`config.mk`:
```
export PLATFORM = sky130hd
export DESIGN_NAME = intr_ctrl
export DESIGN_NICKNAME = d
export VERILOG_FILES = /design/src/rtl/intr_ctrl.sv
export SDC_FILE = /design/constraint.sdc
export NUM_CORES = 1
export LEC_CHECK = 0
export ABC_AREA = 1
export BUFFER_PORTS_ARGS = -buffer_cell sky130_fd_sc_hd__buf_4
export CAP_MARGIN = 0
export CORE_MARGIN = 2
export CORE_UTILIZATION = 40
export DETAILED_ROUTE_END_ITERATION = 16
export PLACE_DENSITY = 0.75
export SYNTH_ARGS = -nofsm -noshare
export SYNTH_HDL_FRONTEND = slang
export SYNTH_SLANG_ARGS = --single-unit
```
`constraint.sdc`:
```
create_clock -name clk -period 1.6 [get_ports clk]
set_input_delay 0.32 -clock clk [delete_from_list [all_inputs] [get_ports clk]]
set_output_delay 0.32 -clock clk [all_outputs]
set_load 0.01 [all_outputs]
```
`src/rtl/intr_ctrl.sv`:
```
// 8-source edge-triggered interrupt controller with IDLE/REQ/ACK CPU handshake and memory-mapped registers.
// Optional periodic timer on PEND[0] is built when INTC_TIMER_EN is defined.
module intr_ctrl (
    input  logic        clk,
    input  logic        reset,
    input  logic [7:0]  irq_in,
    output logic        intr,
    input  logic        int_ack,
    input  logic        dm_cs,
    input  logic        dm_wr,
    input  logic        dm_rd,
    input  logic [11:0] Addr,
    input  logic [31:0] D_In,
    output logic [31:0] D_Out
);

    typedef enum logic [1:0] {S_IDLE, S_REQ, S_ACK} state_t;

    state_t      state_q, state_d;
    logic [7:0]  pend_q, pend_d;
    logic [7:0]  mask_q, mask_d;
    logic [2:0]  vec_q, vec_d;
    logic [7:0]  irq_s_q, irq_s_d;
    logic [7:0]  irq_p_q, irq_p_d;
    logic        armed_q, armed_d;
    logic [31:0] dout_q, dout_d;

    logic [9:0]  word;
    logic        wr_en, rd_en;
    logic [7:0]  edge_set, w1c_clr, ack_clr, pm;
    logic [2:0]  lo;
    logic        tmr_tick;
    logic [31:0] rdata;
    logic        unused;

    assign word   = Addr[11:2];
    assign wr_en  = dm_cs & dm_wr;
    assign rd_en  = dm_cs & dm_rd & ~dm_wr;
    assign pm     = pend_q & mask_q;
    assign unused = ^{D_In[31:8], Addr[1:0]};

    // The first sample after reset seeds the previous-sample register, so a level already high is not an edge.
    always_comb begin
        irq_s_d  = irq_in;
        irq_p_d  = armed_q ? irq_s_q : irq_in;
        armed_d  = 1'b1;
        edge_set = irq_s_q & ~irq_p_q;
    end

    always_comb begin
        lo = 3'd0;
        for (int i = 7; i >= 0; i--) begin
            if (pm[i]) lo = 3'(i);
        end
    end

`ifdef INTC_TIMER_EN
    logic [31:0] tload_q, tload_d;
    logic [31:0] tcnt_q, tcnt_d;
    logic        wr_tl;

    assign wr_tl = wr_en && (word == 10'd4);

    // Reload period is TIMER_LOAD+1 cycles; a zero load value parks the counter.
    always_comb begin
        tload_d  = wr_tl ? D_In : tload_q;
        tmr_tick = (tload_q != 32'd0) && (tcnt_q == 32'd0);
        if (wr_tl)
            tcnt_d = D_In;
        else if (tload_q == 32'd0)
            tcnt_d = tcnt_q;
        else if (tcnt_q == 32'd0)
            tcnt_d = tload_q;
        else
            tcnt_d = tcnt_q - 32'd1;
    end

    always_ff @(posedge clk or negedge reset) begin
        if (!reset) begin
            tload_q <= 32'd0;
            tcnt_q  <= 32'd0;
        end else begin
            tload_q <= tload_d;
            tcnt_q  <= tcnt_d;
        end
    end
`else
    assign tmr_tick = 1'b0;
`endif

    always_comb begin
        state_d = state_q;
        vec_d   = vec_q;
        ack_clr = 8'h00;
        case (state_q)
            S_IDLE: if (pm != 8'h00) state_d = S_REQ;
            S_REQ: begin
                if (pm == 8'h00) begin
                    state_d = S_IDLE;
                end else if (int_ack) begin
                    state_d = S_ACK;
                    vec_d   = lo;
                    ack_clr = 8'h01 << lo;
                end
            end
            S_ACK:   if (!int_ack) state_d = S_IDLE;
            default: state_d = S_IDLE;
        endcase
    end

    // A new edge in the same cycle as a clear wins, so the set term is ORed in last.
    always_comb begin
        w1c_clr = (wr_en && (word == 10'd0)) ? D_In[7:0] : 8'h00;
        mask_d  = (wr_en && (word == 10'd1)) ? D_In[7:0] : mask_q;
        pend_d  = (pend_q & ~(w1c_clr | ack_clr)) | edge_set | {7'b0, tmr_tick};
    end

    always_comb begin
        rdata = 32'd0;
        case (word)
            10'd0: rdata = {24'd0, pend_q};
            10'd1: rdata = {24'd0, mask_q};
            10'd2: rdata = {29'd0, vec_q};
            10'd3: rdata = {30'd0, (state_q == S_ACK), (state_q == S_REQ)};
`ifdef INTC_TIMER_EN
            10'd4: rdata = tload_q;
`endif
            default: rdata = 32'd0;
        endcase
        dout_d = rd_en ? rdata : dout_q;
    end

    always_ff @(posedge clk or negedge reset) begin
        if (!reset) begin
            state_q <= S_IDLE;
            pend_q  <= 8'h00;
            mask_q  <= 8'h00;
            vec_q   <= 3'd0;
            irq_s_q <= 8'h00;
            irq_p_q <= 8'h00;
            armed_q <= 1'b0;
            dout_q  <= 32'd0;
        end else begin
            state_q <= state_d;
            pend_q  <= pend_d;
            mask_q  <= mask_d;
            vec_q   <= vec_d;
            irq_s_q <= irq_s_d;
            irq_p_q <= irq_p_d;
            armed_q <= armed_d;
            dout_q  <= dout_d;
        end
    end

    assign intr  = (state_q == S_REQ);
    assign D_Out = dout_q;

endmodule

```
==> reports/summary.txt <==
Syn Area/Cell: 8.253 um2
Final setup TNS: 0 ns
Clk_skew: 0.002737 ns
Kind of end point of the critical path: flip-flop
Routed len/inst: 11.19 um
Non-filler cells in the finished layout: 401
Asr flop ratio synth: 100.0%
Initial antenna violation count: 0
Number of fill cells: 529
Vias per inst: 4.516
Post-synth EDFFs: 0
Hpwl dp: 3375 um
Drt pass-1 iters: 4
Most frequent cell after synthesis: nand2_1
Critical path peak fanout: 5
CORE AREA: 5574 um2
Largest net degree at the start of global routing: 47
Ys Warns: 0
Crit start category: flip-flop
Synthesis-stage register bit count: 46
Die Wd: 80.28 um
Run status: completed
Distinct cells, synth: 24
# DRC: 0
Total grt overflow: 0
Post-synth top cells: 97 x nand2_1, 46 x dfrtp_1, 28 x inv_1, 24 x buf_4, 17 x nor2_1
Most used DFF post-synth: dfrtp_1
Fmax: 0.6957 GHz
Arr. time, crit path: 1.62 ns
Max Root-Sink Buffers: 2
Slew Viols, Final: 0
Root Buffer Master: clkbuf_8
Reg2reg start: state_q[1]
Crit share post-route: 89.84%
Post-route design area: 2779 um2
Resized cells post-CTS: 0
Sequential Power Share: 47.1%
Worst IR drop on VDD: 1.037 mV
CTS H-Tree Depth: 2
Simple-Gate Fraction of Synth Area: 26.29%
Sequential share of the synthesized area: 49.46%
Syn-to-layout area delta: 19.41%
Post-synth top area share: 49.46%
Cells after Synth: 282
Placed inst area: 2636 um2
Hold crit path type: input port to async pin
Clk sinks: 46
Synthesized cell area: 2327 um2
Cts hold-fix bufs: 0
Crit Path Category: flip-flop to flip-flop
CTS Buf Count: 5
Area fraction in compound gates after synthesis: 7.634%
Total number of vias: 1811
Synth area leaders: dfrtp_1 49%, nand2_1 16%, buf_4 7.7%
Rows: 27
Initial Util: 41.75%
Clock latency on the worst-skew pair: 0.30 ns
Vias in the first global route: 1751
Die area: 6444 um2
Placer's final routability congestion estimate: 0.8408
First-pass GRT wire length: 7569 um
Starting DRT DRC Count: 133
N_diodes: 0
Worst Setup SP: state_q[1]
RSZ-0062 raised after global routing: false
CP Data Required Time: 1.79 ns
P_leak: 0.001462 uW
Share of cells above drive strength 1: 23.40%
Setup violators final: 0
Min Clock Period, post-route: 1.437 ns
Final Hold Viols: 0
Met3 Usage GRT: 3.708%
Chip Height: 80.28 um
Sw Ratio: 26.28%
Cell taking the most area after synthesis: dfrtp_1
PortBufs: 40
Worst-Margin Slew: 0.5663 ns
Largest family of logic cells by synthesized area: simple AND/OR/NAND/NOR gates
Final #Nets: 386
Final Util: 49.85%
Grt met1 use: 18.72%
# IOs: 91
Post-Synth Adder-Cell Area: 0%
Placed Instances: 393
Clock network power share: 36.7%
Mux contribution to synthesized area: 2.903%
CTS clk-pin slew, worst paths: 0.08 ns
Slew margin rel.: 62.25%
Psw: 756.6 uW
Number of max-cap violations: 0
CTS tree: built
DRT antenna net count: 0
P per Cell Area: 1036 nW/um2
WL final: 4488 um
Post-synthesis xor/xnor area fraction: 0%
Combinational power share: 16.2%
Post CTS Setup Buffer Count: 0
GR Util met2: 26.83%
Global Route Usage Sum: 15.30%
P_int: 2122 uW
GRT busiest layer: met2
-- critical path, stage by stage (launching register included) --
cell,delay (ns)
dfrtp_1,0.42
nor2_2,0.18
nand2_1,0.13
nor2_1,0.30
nand3_1,0.14
nand3_1,0.08
o21ai_0,0.07
-- placed cells by master, fill, tap and decap left out, drive strengths merged --
| master | count |
|---|---|
| bufinv | 2 |
| a21oi | 12 |
| inv | 30 |
| o21ai | 15 |
| nor2 | 24 |
| buf | 42 |
| dfrtp | 46 |
| mux2 | 6 |
| clkbuf | 6 |
| nand3 | 15 |
| clkinv | 1 |
| a221oi | 1 |
| nor3 | 4 |
| conb | 25 |
| nand2 | 97 |
| nand4 | 3 |
-- flip-flops by register name, summed over array words and instances, names as in the netlist --
signal   count
armed_q      1
pend_q       8
irq_p_q      8
state_q      2
D_Out        8
mask_q       8
vec_q        3
irq_s_q      8
-- layer usage --
metal,vias to the layer above,routed length (um)
li1,921,-
met1,824,1955
met2,59,2191
met3,7,284
met4,0,57
met5,-,0
-- power groups by stage --
stage	clock, uW	sequential [uW]	combinational (uW)
2_1_floorplan	0	1350	342
3_3_place_gp	0	1370	457
3_5_place_dp	0	1380	470
4_1_cts	1070	1350	472
5_1_grt	1130	1370	549
6_report	1060	1360	466
-- worst paths after layout --
check / endpoint / slack (ns) / cells after the start
worst min register to register: pend_q[6] / 0.43 / 1
worst max-delay path: pend_q[2] / 0.16 / 6
min in group clk: irq_s_q[0] / 0.13 / 1
max in group asynchronous: irq_p_q[3] / 1.21 / 1
worst max register to register: pend_q[2] / 0.16 / 6
worst min-delay path: irq_s_q[7] / 0.01 / 1
-- stage by stage --
step / power (uW) / setup slack (ns) / hold slack (ns)
global route: 3047 / 0.009149 / 0.05007
floorplan: 1695 / 0.3242 / 0.02441
global placement: 1827 / 0.06093 / 0.3535
CTS: 2900 / 0.1697 / 0.02926
finish: 2879 / 0.1626 / 0.009603
detailed placement: 1847 / 0.05164 / 0.3562
-- cell type report --
cell class	instances	area (um2)	area share, %
clock buffer	6	82.58	2.972
clock inverter	2	60.06	2.161
inverter	31	116.4	4.187
multi-input combinational	202	950.9	34.22
sequential	46	1151	41.42
tap	72	90.09	3.242
timing repair buffer	42	327.8	11.80
-- kinds of logic (layout without fill, tap and decap cells) --
group,after synthesis,after routing
other,2,25
buffers and inverters,57,81
and+or+nand+nor,143,143
DFF,46,46
AOI/OAI and AO/OA,28,28
muxes,6,6
Note: power is estimated with default switching activity, not from simulation.
